--- src/rtl/serial_deserializer.sv ---
// ---------------------------------------------------------------------------
// serial_deserializer
//
// Serial-in / parallel-out receiver. Reassembles the bit stream produced by
// the parallel-load universal shifter (shift-left = MSB first, shift-right =
// LSB first) into BUS_WIDTH-bit words. One completed word is held in an
// output register behind a valid/ready handshake. A word that completes while
// the output register is still occupied and not being consumed is dropped
// and flagged as an overrun.
//
// Optional feature (compile-time macro DESER_PARITY_EN):
//   Each word is followed by one even-parity bit. The word is handed off on
//   the parity bit. A parity failure still delivers the word but raises the
//   sticky parity_err_o flag. Without the macro, parity_err_o is tied to 0.
//
// Ports
//   clk           in   clock, all state changes on the rising edge
//   rst_n         in   asynchronous active-low reset
//   serial_i      in   serial data bit
//   bit_valid_i   in   serial_i carries a bit this cycle
//   frame_i       in   frame active (level); bits accepted only while high
//   msb_first_i   in   bit order, 1 = MSB first; latched at frame start
//   data_o        out  completed word [BUS_WIDTH-1:0]
//   valid_o       out  data_o holds an unconsumed word
//   ready_i       in   consumer takes data_o this cycle when valid_o = 1
//   overrun_o     out  sticky: a completed word was dropped
//   parity_err_o  out  sticky: a word failed the parity check
//
// Both sticky flags clear on the next frame start (IDLE -> COLLECT).
// ---------------------------------------------------------------------------
module serial_deserializer #(
    parameter int unsigned BUS_WIDTH = 8
) (
    input  logic                 clk,
    input  logic                 rst_n,
    input  logic                 serial_i,
    input  logic                 bit_valid_i,
    input  logic                 frame_i,
    input  logic                 msb_first_i,
    output logic [BUS_WIDTH-1:0] data_o,
    output logic                 valid_o,
    input  logic                 ready_i,
    output logic                 overrun_o,
    output logic                 parity_err_o
);

    localparam int unsigned     CNT_W    = (BUS_WIDTH > 2) ? $clog2(BUS_WIDTH) : 1;
    localparam logic [CNT_W-1:0] CNT_LAST = CNT_W'(BUS_WIDTH - 1);

    typedef enum logic [1:0] {
        IDLE    = 2'd0,
        COLLECT = 2'd1,
        PARITY  = 2'd2
    } state_e;

    state_e                 state_q, state_d;
    logic [CNT_W-1:0]       cnt_q, cnt_d;
    logic [BUS_WIDTH-1:0]   sr_q, sr_d;
    logic                   msb_q, msb_d;
    logic [BUS_WIDTH-1:0]   data_q, data_d;
    logic                   valid_q, valid_d;
    logic                   ovr_q, ovr_d;
`ifdef DESER_PARITY_EN
    logic                   perr_q, perr_d;
`endif

    // Shared decode
    logic                   frame_start;
    logic                   accept;
    logic                   last_data;
    logic                   msb_eff;
    logic [BUS_WIDTH-1:0]   sr_base;
    logic [BUS_WIDTH-1:0]   sr_shift;
    logic                   word_done;
    logic [BUS_WIDTH-1:0]   word;

    assign frame_start = (state_q == IDLE) && frame_i;
    assign accept      = frame_i && bit_valid_i;
    assign last_data   = accept && (state_q != PARITY) && (cnt_q == CNT_LAST);

    // On the frame-start edge the register contents are stale: shift the
    // first bit into a cleared register using the live bit-order input.
    assign msb_eff  = frame_start ? msb_first_i : msb_q;
    assign sr_base  = frame_start ? '0 : sr_q;
    assign sr_shift = msb_eff ? {sr_base[BUS_WIDTH-2:0], serial_i}
                              : {serial_i, sr_base[BUS_WIDTH-1:1]};

    // -----------------------------------------------------------------------
    // State register
    // -----------------------------------------------------------------------
    always_ff @(posedge clk or negedge rst_n) begin
        if (!rst_n) begin
            state_q <= IDLE;
        end else begin
            state_q <= state_d;
        end
    end

    // -----------------------------------------------------------------------
    // Next-state logic
    // -----------------------------------------------------------------------
    always_comb begin
        state_d = state_q;
        unique case (state_q)
            IDLE: begin
                if (frame_i) begin
                    state_d = COLLECT;
                end
            end
            COLLECT: begin
                if (!frame_i) begin
                    state_d = IDLE;
                end
`ifdef DESER_PARITY_EN
                else if (last_data) begin
                    state_d = PARITY;
                end
`endif
            end
            PARITY: begin
                if (!frame_i) begin
                    state_d = IDLE;
                end else if (accept) begin
                    state_d = COLLECT;
                end
            end
            default: begin
                state_d = IDLE;
            end
        endcase
    end

    // -----------------------------------------------------------------------
    // Output / datapath logic
    // -----------------------------------------------------------------------
    always_comb begin
        cnt_d     = cnt_q;
        sr_d      = sr_q;
        msb_d     = msb_q;
        data_d    = data_q;
        valid_d   = valid_q;
        ovr_d     = ovr_q;
`ifdef DESER_PARITY_EN
        perr_d    = perr_q;
`endif
        word_done = 1'b0;
        word      = sr_shift;

        if (frame_start) begin
            msb_d = msb_first_i;
            cnt_d = '0;
            sr_d  = '0;
            ovr_d = 1'b0;
`ifdef DESER_PARITY_EN
            perr_d = 1'b0;
`endif
        end

        // Frame end discards any partial word; output register untouched.
        if ((state_q != IDLE) && !frame_i) begin
            cnt_d = '0;
            sr_d  = '0;
        end

        if (accept) begin
`ifdef DESER_PARITY_EN
            if (state_q == PARITY) begin
                // The data bits are already complete in sr_q; the incoming
                // bit is the parity bit and is not shifted in.
                word_done = 1'b1;
                word      = sr_q;
                if ((^sr_q) ^ serial_i) begin
                    perr_d = 1'b1;
                end
            end else begin
                sr_d = sr_shift;
                cnt_d = last_data ? '0 : cnt_q + 1'b1;
            end
`else
            sr_d = sr_shift;
            if (last_data) begin
                cnt_d     = '0;
                word_done = 1'b1;
            end else begin
                cnt_d = cnt_q + 1'b1;
            end
`endif
        end

        // Output register hand-off. A consumer read and a new word on the
        // same edge is a continuous transfer, not an overrun.
        if (word_done) begin
            if (!valid_q || ready_i) begin
                data_d  = word;
                valid_d = 1'b1;
            end else begin
                ovr_d = 1'b1;
            end
        end else if (ready_i) begin
            valid_d = 1'b0;
        end
    end

    // -----------------------------------------------------------------------
    // Datapath registers
    // -----------------------------------------------------------------------
    always_ff @(posedge clk or negedge rst_n) begin
        if (!rst_n) begin
            cnt_q   <= '0;
            sr_q    <= '0;
            msb_q   <= 1'b0;
            data_q  <= '0;
            valid_q <= 1'b0;
            ovr_q   <= 1'b0;
        end else begin
            cnt_q   <= cnt_d;
            sr_q    <= sr_d;
            msb_q   <= msb_d;
            data_q  <= data_d;
            valid_q <= valid_d;
            ovr_q   <= ovr_d;
        end
    end

`ifdef DESER_PARITY_EN
    always_ff @(posedge clk or negedge rst_n) begin
        if (!rst_n) begin
            perr_q <= 1'b0;
        end else begin
            perr_q <= perr_d;
        end
    end

    assign parity_err_o = perr_q;
`else
    assign parity_err_o = 1'b0;
`endif

    assign data_o    = data_q;
    assign valid_o   = valid_q;
    assign overrun_o = ovr_q;

endmodule

--- config.mk ---
export PLATFORM = sky130hd
export DESIGN_NAME = serial_deserializer
export DESIGN_NICKNAME = d
export VERILOG_FILES = /design/src/rtl/serial_deserializer.sv
export SDC_FILE = /design/constraint.sdc
export NUM_CORES = 1
export LEC_CHECK = 0
export CORE_MARGIN = 2
export CORE_UTILIZATION = 55
export CTS_CLUSTER_SIZE = 10
export DETAILED_ROUTE_END_ITERATION = 10
export PLACE_DENSITY = 0.84
export SYNTH_ARGS = -nofsm -noshare
export SYNTH_HDL_FRONTEND = slang
export SYNTH_SLANG_ARGS = --single-unit
--- constraint.sdc ---
create_clock -name clk -period 3.2 [get_ports clk]
set_input_delay 0.96 -clock clk [delete_from_list [all_inputs] [get_ports clk]]
set_output_delay 0.96 -clock clk [all_outputs]
set_load 0.02 [all_outputs]
==> results of run 1 <==
through the flow:
step / area, um^2 / std cells / worst slack [ps] / utilization, %
floorplan: 1120 / 102 / 1180 / -
global placement: 1250 / 139 / 561 / 64.5
detailed placement: 1250 / 139 / 490 / 64.5
CTS: 1280 / 143 / 846 / 65.9
global route: 1280 / 143 / 732 / 65.9
finish: 1280 / 143 / 856 / 65.9
where the power goes:
| part | switching (uW) | internal (uW) |
|---|---|---|
| registers | 32.0 | 341 |
| clock network | 90.1 | 46.9 |
| logic | 133 | 118 |
state kept, by name, indices dropped and copies added, names as in the netlist:
signal / flops
valid_o: 1
data_o: 8
state_q: 1
sr_q: 8
msb_q: 1
overrun_o: 1
cnt_q: 3
metal layers:
layer	track usage (%)	up-vias
met5	0	-
met4	15.2	0
met3	3.37	7
met2	30.0	24
met1	24.9	369
li1	-	374
final cells by class:
cell class                      instances  share of cell area [%]
Inverter                                6                    1.76
Multi-Input combinational cell         66                    35.4
Sequential cell                        23                    45.0
Timing Repair Buffer                   17                    13.1
Tap cell                               27                    2.64
Clock buffer                            3                    1.76
Clock inverter                          1                   0.391
cell families (layout without fill, tap and decap cells):
logic type,Yosys count,after routing,share of synthesized area [%]
and+or+nand+nor,21,21,9.61
adders and majority gates,5,5,5.59
buffers and inverters,13,27,8.16
AOI/OAI and AO/OA,28,28,14.6
other,1,1,0.335
DFF,23,23,51.4
muxes,10,10,9.50
xor gates and xnor gates,1,1,0.782
worst max path at each step:
stage / depth (start not counted) / slack, ps / end
detailed placement: 4 / 490 / cnt_q[0]
global route: 5 / 730 / cnt_q[0]
CTS: 4 / 850 / cnt_q[0]
finish: 4 / 860 / cnt_q[0]
floorplan: 5 / 1180 / sr_q[6]
global placement: 5 / 560 / cnt_q[0]
cells in the mapped netlist (2+ instances only):
cell type   n  area (um^2)
nor2b_1     6         37.5
a21oi_1    14         70.1
dfrtp_1    23          576
nand2_1     9         33.8
a211oi_1    2         15.0
buf_6       3         33.8
inv_1       6         22.5
o21ai_0     6         30.0
mux2i_1     8         80.1
a22o_1      2         17.5
clkbuf_1    2         7.51
o22ai_1     3         18.8
ha_1        5         62.6
and2_1      2         12.5
layout by cell type, fill, tap and decap left out, drive strengths merged, types with 2 or more instances in the layout:
| cell type | n |
|---|---|
| inv | 6 |
| mux2i | 8 |
| nor2b | 6 |
| ha | 5 |
| o21ai | 6 |
| a22o | 2 |
| and2 | 2 |
| clkdlybuf4s50 | 16 |
| nand2 | 9 |
| o22ai | 3 |
| dfrtp | 23 |
| clkbuf | 3 |
| a21oi | 14 |
| mux2 | 2 |
| a211oi | 3 |
worst reg2reg max path: stages, from the launching register on:
cell	delay, ps
dfrtp_1	380
ha_1	160
ha_1	180
and3_1	340
and2_1	360
o22ai_1	130
==> summary.md, run 1 <==
| Metric | Value |
|---|---|
| DRT antenna net count | 0 |
| Core area | 1940 um^2 |
| Hold path startpoint | sr_q[1] |
| Initial DRC count | 20 |
| Gpl congestion | 0.871 |
| Seq cells post-synth | 23 |
| R2R Path Start | cnt_q[0] |
| Maximum VDD drop | 0.388 mV |
| Via Count | 774 |
| EDFF count, synth | 0 |
| Yosys synthesis warning count | 0 |
| Unrepaired setup endpoints after global routing | no |
| Cts bufs inserted | 3 |
| Post-CTS Hold Buffers | 0 |
| Post-synthesis sequential area ratio | 51.4% |
| Synthesized net count | 114 |
| H-tree Lvls | 1 |
| Worst EP required | 3470 ps |
| Register area | 576 um^2 |
| Layout Nets | 129 |
| Library cells used by synthesis | 25 |
| Synth async-reset ratio | 100% |
| DR top layer | met4 |
| Vias/cell | 5.41 |
| Critical-path top delay cell | clkdlybuf4s50_1 |
| Post-DP HPWL | 1540 um |
| Worst Tran Pin Value | 557 ps |
| Critical Path Start | frame_i |
| Syn Area/Cell | 11.0 um^2 |
| I/O pins | 18 |
| Layout Skew | 2.24 ps |
| Port bufs | 16 |
| Top cell family by delay on the critical path | buffers and inverters |
| Num Clock Sinks | 23 |
| Leakage power | 0.000614 uW |
| Max cap viols | 0 |
| Root buf cell | clkbuf_4 |
| Drt drc | 0 |
| Tot Pwr | 761 uW |
| Setup TNS | 0 ps |
| Post-CTS sizing | 0 |
| Slew Viols, Final | 0 |
| Critical path data arrival time | 2610 ps |
| PwrDens | 595 nW/um^2 |
| Vias in the first global route | 758 |
| Relative slew slack | 62.8% |
| F_max | 0.427 GHz |
| CP Class | primary input to flip-flop |
| DIE AREA | 2410 um^2 |
| Startpoint Class | primary input |
| Largest net degree at the start of global routing | 24 |
| Hold endpoint | sr_q[1] |
| Metal1 wirelength | 878 um |
| Syn Std Cell Area | 1120 um^2 |
| Endpoints failing hold | 0 |
| Worst reg2reg setup slack | 1550 ps |
| Synth Instances | 102 |
| Nature of the critical path endpoint | flip-flop |
| Die Ht | 49.1 um |
| CTS tree | yes |
| Post-CTS setup buffers | 0 |
| Area of the multi-input gates | 453 um^2 |
| Antenna Cells | 0 |
| Status | completed |
| GRT Total Usage | 19.7% |
| CP peak stage delay | 510 ps |
| Layout cells sized above 1 | 6.90% |
| Post-route minimum period | 2340 ps |
| Fill count | 165 |
| Worst hold path class | flip-flop to flip-flop |
| Num rows | 16 |
| FF-to-FF path depth | 5 |
| Total wire length | 2020 um |
| Clk pin slew, worst setup/hold paths | 120 ps |
| CP Max Fanout | 11 |
| Initial antenna violation count | 0 |
| Worst Path Buf+Inv | 1 |
| Met3 WL | 82 um |
| Starting Density | 57.7% |
| DRT Pass-1 Iters | 4 |
| Met2 Wirelength | 1010 um |
| Crit share post-route | 73.2% |
| CP cell instances | clkdlybuf4s50_1 > ha_1 > a211oi_2 > mux2_2 |
| WL per Instance | 14.1 um |
| Total global routing overflow | 0 |
| Hold slack | 496 ps |
| First-pass GRT wire length | 3550 um |
| Worst R2R End | data_o[4] |
| Hold Path Stages | 2 |
| CTS max path bufs | 2 |
| Synth Flop Type | dfrtp_1 |
| Area delta synth->final | 14.3% |
| Endpoints failing setup | 0 |
| Clk_lat worst skew | 320 ps |
| Die Span X | 49.1 um |
No activity file was read; power rests on OpenSTA's default activity.
==> run 2: changes to the inputs <==
CORE_UTILIZATION = 46   (was 55)
PLACE_DENSITY = 0.75   (was 0.84)
clock period = 2 ns   (was 3.2 ns; I/O delays follow)
==> run 2 against run 1 <==
  * Core utilization is 6.8 points lower
  * Hold slack worse by 6.1 ps
  * Final area is 4.2% higher
  * Sequential cell count stayed put
  * Highest routed layer unchanged
==> summary.md, run 2 (synthesis gave the netlist of run 1 again) <==
| Metric | Value |
|---|---|
| Status | completed |
| CP peak stage delay | 610 ps (+100 ps) |
| DIE AREA | 2850 um^2 (+18%) |
| Worst R2R End | sr_q[6] |
| F_max | 0.527 GHz |
| Gpl congestion | 0.779 (-11%) |
| DP Area | 1310 um^2 (+4.3%) |
| Setup slack after layout | 104 ps (-753 ps) |
| Met2 Wirelength | 1020 um (+0.79%) |
| Post-route minimum period | 1900 ps |
| Starting Density | 49.7% (-8.0 points) |
| Post-Layout Cell Count | 151 (+5.6%) |
| Vias in the first global route | 802 (+5.8%) |
| Post-route design area | 1330 um^2 (+4.2%) |
| Endpoints failing hold | 0 (unchanged) |
| CTS tree | yes |
| Drt drc | 0 (unchanged) |
| Commonest non-fill, non-tap cell in the layout | dfrtp_1 |
| Total global routing overflow | 0 (unchanged) |
| Clk pin slew, worst setup/hold paths | 120 ps (about the same) |
| Root buf cell | clkbuf_4 |
| Vias/cell | 5.26 (-2.9%) |
| Antenna Cells | 0 (unchanged) |
| Post-CTS sizing | 0 (unchanged) |
| R2R Path Start | state_q[0] |
| H-tree Lvls | 1 (unchanged) |
| Maximum VDD drop | 0.437 mV (+13%) |
| Port bufs | 16 (unchanged) |
| Worst hold path class | flip-flop to flip-flop |
| DR top layer | met4 |
| DRT Pass-1 Iters | 4 (unchanged) |
| Hold endpoint | sr_q[1] |
| Most frequent cells in the layout | dfrtp_1, clkdlybuf4s50_1, a21oi_1 |
| Worst EP required | 1400 ps (-2070 ps) |
| Startpoint Class | flip-flop |
| Total wire length | 2000 um (-1.3%) |
| Initial DRC count | 18 (-10%) |
| DRT antenna net count | 0 (unchanged) |
| Layout Nets | 136 (+5.4%) |
| Initial antenna violation count | 0 (unchanged) |
| Slew Viols, Final | 0 (unchanged) |
| Core area | 2250 um^2 (+16%) |
| CP cell instances | clkdlybuf4s50_1 |
| I/O pins | 18 (unchanged) |
| First-pass GRT wire length | 3470 um (-2.1%) |
| GRT Total Usage | 17.3% (-2.4 points) |
| Leakage power | 0.000648 uW (+5.5%) |
| Critical-path top delay cell | clkdlybuf4s50_1 |
| Area delta synth->final | 19.1% |
| Post-CTS setup buffers | 0 (unchanged) |
| Nature of the critical path endpoint | output port |
| Hold Path Stages | 2 (unchanged) |
| WL per Instance | 13.2 um (-6.6%) |
| Via Count | 794 (+2.6%) |
| Top cell family by delay on the critical path | buffers and inverters |
| Metal1 wirelength | 886 um (+0.91%) |
| FF-to-FF path depth | 5 (unchanged) |
| Endpoints failing setup | 0 (unchanged) |
| Die Span X | 53.3 um (+8.6%) |
| Crit share post-route | 94.8% |
| Critical path data arrival time | 1300 ps (-1310 ps) |
| CTS max path bufs | 2 (unchanged) |
| Largest net degree at the start of global routing | 24 (unchanged) |
| Clk_lat worst skew | 310 ps (about the same) |
| Post-CTS Hold Buffers | 0 (unchanged) |
| Num Clock Sinks | 23 (unchanged) |
| CP Class | flip-flop to output port |
| Worst Path Buf+Inv | 1 (unchanged) |
| CP Max Fanout | 2 (-9) |
| Unrepaired setup endpoints after global routing | no |
| Layout cells sized above 1 | 12.2% (+5.3 points) |
| Layout Skew | 4.06 ps (+1.82 ps) |
| Die Ht | 53.3 um (+8.6%) |
| Worst reg2reg setup slack | 420 ps (-1130 ps) |
| PwrDens | 925 nW/um^2 (+56%) |
| Met3 WL | 75 um (-8.5%) |
| Hold path startpoint | sr_q[1] |
| Post-Place Worst Slack | -199 ps (-688 ps) |
| Hold slack | 490 ps (-6.10 ps) |
| # placed instances | 147 (+5.8%) |
| Max cap viols | 0 (unchanged) |
| Num rows | 17 (+1) |
| Cts bufs inserted | 3 (unchanged) |
| Post-DP HPWL | 1540 um (about the same) |
## run 2: cell count changes in the layout (fill, tap and decap cells not counted), sizes merged
cell / delta
buf: +7
## run 2: layout make-up
type	count	area, um^2
well taps	28	35.0
fillers	203	921
multi-input cells	66	453
repair buffers	24	220
clock buffers	3	22.5
inverters	6	22.5
clock inverters	1	5.00
flip-flops and latches	23	576
## run 2: where the power goes
| group | internal, uW | switching [uW] | leakage, uW | total [uW] |
|---|---|---|---|---|
| logic | 212 | 219 | 0.000330 | 430 |
| registers | 546 | 46.6 | 0.000301 | 592 |
| clock network | 74.7 | 137 | 0.0000177 | 212 |
| total | 832 | 402 | 0.000648 | 1230 |
## run 2: through the flow
| step | TNS, ps | utilization, % | power, uW |
|---|---|---|---|
| floorplan | 0 | - | 944 |
| global placement | -1490 | 57.9 | 1020 |
| detailed placement | -2080 | 57.9 | 1030 |
| CTS | 0 | 59.2 | 1250 |
| global route | 0 | 59.2 | 1310 |
| finish | 0 | 59.2 | 1230 |
## run 2: tightest hold or removal path, stage by stage (launching register included)
cell and delay (ps):
dfrtp_1 360, nand2_1 40, o21ai_0 60
## run 2: worst max-delay path by stage
stage	from	endpoint	cells after the start
finish	data_o[3]	data_o[3]	1
global placement	frame_i	sr_q[1]	5
floorplan	frame_i	sr_q[6]	5
detailed placement	frame_i	sr_q[6]	5
CTS	data_o[3]	data_o[3]	1
global route	data_o[3]	data_o[3]	1
## run 2: routing by layer
metal  up-vias  track usage (%)
met5         -                0
met4         0             6.41
met3         2             4.24
met2        17             29.0
met1       390             21.3
li1        385                -
==> run 3: changes to the inputs <==
--- a/config.mk
+++ b/config.mk
@@ -7,2 +7,3 @@
 export LEC_CHECK = 0
+export CAP_MARGIN = 20
 export CORE_MARGIN = 2
==> constraint.sdc (replaced) <==
create_clock -name clk -period 2 [get_ports clk]
set_input_delay 0.4 -clock clk [delete_from_list [all_inputs] [get_ports clk]]
set_output_delay 0.4 -clock clk [all_outputs]
set_load 0.02 [all_outputs]
==> run 3 against run 2 <==
  * Sequential power hardly changed
  * First-iteration DRC count is 67% lower
  * Largest power group unchanged
  * Register-to-register slack better by 40 ps
  * Non-clock buffer count is 2 lower
  * Clock power hardly changed
  * Final cell count is 1.3% lower
  * Critical endpoint unchanged
  * Power is 0.81% lower
  * Critical path depth stayed put
  * Final area is 1.1% lower
  * Global-route usage is 2.2 points lower
  * Routed wire length is 3.2% lower
==> summary.md, run 3 (synthesis gave the netlist of run 1 again) <==
| Metric | Value |
|---|---|
| CP Class | flip-flop to output port |
| Post-CTS sizing | 0 (unchanged) |
| CP Max Fanout | 2 (unchanged) |
| Internal power | 825 uW (-0.82%) |
| Status | completed |
| Post-CTS Hold Buffers | 0 (unchanged) |
| Initial antenna violation count | 0 (unchanged) |
| Leakage power | 0.000639 uW (-1.5%) |
| Post-route design area | 1320 um^2 (-1.1%) |
| DRT antenna net count | 0 (unchanged) |
| Initial DRC count | 6 (-12) |
| Core area | 2250 um^2 (unchanged) |
| Critical path data arrival time | 1290 ps (about the same) |
| Worst EP required | 1600 ps (+200 ps) |
| WL per Instance | 13.0 um (-1.9%) |
| Worst Path Buf+Inv | 1 (unchanged) |
| DP Area | 1290 um^2 (-1.1%) |
| Flop pwr share | 48.3% (+0.3 points) |
| Most frequent cells in the layout | dfrtp_1, clkdlybuf4s50_1, a21oi_1 |
| DR top layer | met4 |
| Worst reg2reg setup slack | 460 ps (+40 ps) |
| I/O pins | 18 (unchanged) |
| Vias/cell | 5.26 (about the same) |
| Maximum VDD drop | 0.630 mV (+44%) |
| Layout Nets | 134 (-1.5%) |
| Num Clock Sinks | 23 (unchanged) |
| Top cell family by delay on the critical path | buffers and inverters |
| Area delta synth->final | 17.8% |
| Layout Skew | 8.27 ps (+4.21 ps) |
| CTS max path bufs | 2 (unchanged) |
| Gpl congestion | 0.800 (+2.6%) |
| Vias in the first global route | 705 (-12%) |
| Sw Pwr | 399 uW (-0.78%) |
| Worst hold path class | primary input to async pin |
| Largest net degree at the start of global routing | 24 (unchanged) |
| Nature of the critical path endpoint | output port |
| GRT Total Usage | 15.1% (-2.2 points) |
| DIE AREA | 2850 um^2 (unchanged) |
| CP cell instances | clkdlybuf4s50_1 |
| Tot Pwr | 1220 uW (-0.81%) |
| Max cap viols | 0 (unchanged) |
| Logic pwr share | 34.4% (-0.5 points) |
| PwrDens | 928 nW/um^2 (+0.32%) |
| Via Count | 784 (-1.3%) |
| CTS tree | yes |
| Layout cells sized above 1 | 10.7% (-1.5 points) |
| Fill count | 208 (+2.5%) |
| Met3 WL | 44 um (-41%) |
| Metal1 wirelength | 921 um (+4.0%) |
| Unrepaired setup endpoints after global routing | no |
| Met2 Wirelength | 952 um (-6.3%) |
| Total wire length | 1930 um (-3.2%) |
| Post-DP HPWL | 1440 um (-6.1%) |
| First-pass GRT wire length | 3130 um (-9.9%) |
| Post-CTS setup buffers | 0 (unchanged) |
| Endpoints failing hold | 0 (unchanged) |
| Slew Viols, Final | 0 (unchanged) |
| Sw frac | 32.6% (about the same) |
| Num rows | 17 (unchanged) |
| Clk_lat worst skew | 310 ps (about the same) |
| Endpoints failing setup | 0 (unchanged) |
| Setup TNS | 0 ps (unchanged) |
| Commonest non-fill, non-tap cell in the layout | dfrtp_1 |
| Post-route minimum period | 1690 ps (-204 ps) |
| Clk pin slew, worst setup/hold paths | 130 ps (about the same) |
| Antenna Cells | 0 (unchanged) |
| Starting Density | 49.7% (unchanged) |
| H-tree Lvls | 1 (unchanged) |
| DRT Pass-1 Iters | 4 (unchanged) |
| Root buf cell | clkbuf_4 |
| CP peak stage delay | 600 ps (about the same) |
| Crit share post-route | 84.6% (-10 points) |
| Startpoint Class | flip-flop |
| Cts bufs inserted | 3 (unchanged) |
| Drt drc | 0 (unchanged) |
| Die Span X | 53.3 um (unchanged) |
| F_max | 0.591 GHz (+12%) |
| Total global routing overflow | 0 (unchanged) |
| Clock power frac | 17.3% (about the same) |
| Die Ht | 53.3 um (unchanged) |
| Critical-path top delay cell | clkdlybuf4s50_1 |
| Port bufs | 16 (unchanged) |
-- run 3: routing by layer --
| metal | vias up | global-route usage, % |
|---|---|---|
| met5 | - | 0 |
| met2 | 10 | 22.4 |
| li1 | 387 | - |
| met3 | 2 | 1.69 |
| met1 | 385 | 22.1 |
| met4 | 0 | 6.41 |
-- run 3: cell type report --
type                            count  area, um^2  share of cell area, %
Sequential cell                    23         576                   43.6
Tap cell                           28        35.0                   2.66
Multi-Input combinational cell     66         453                   34.3
Clock buffer                        3        22.5                   1.71
Inverter                            6        22.5                   1.71
Clock inverter                      1        5.00                  0.380
Timing Repair Buffer               22         205                   15.6
-- run 3: power by group through the flow --
stage / clock [uW] / sequential [uW] / combinational (uW)
6_report: 212 / 591 / 421
3_5_place_dp: 0 / 601 / 422
3_3_place_gp: 0 / 598 / 415
5_1_grt: 238 / 601 / 463
2_1_floorplan: 0 / 613 / 331
4_1_cts: 217 / 591 / 425
-- run 3: final timing paths --
kind,start,to,cells past startpoint
max,data_o[3],data_o[3],1
min reg2reg,sr_q[1],sr_q[1],2
max in group asynchronous,rst_n,sr_q[6],2
min,rst_n,data_o[4],2
min in group clk,sr_q[1],sr_q[1],2
max reg2reg,state_q[0],sr_q[4],5
-- run 3: per-stage QoR --
step	hold slack [ps]	worst slack [ps]	std cells	util, %
final	423	308	149	58.5
after global routing	456	264	149	58.5
after floorplan	104	488	102	-
after global placement	458	81.2	145	57.3
after detailed placement	467	54.7	145	57.3
after CTS	433	299	149	58.5
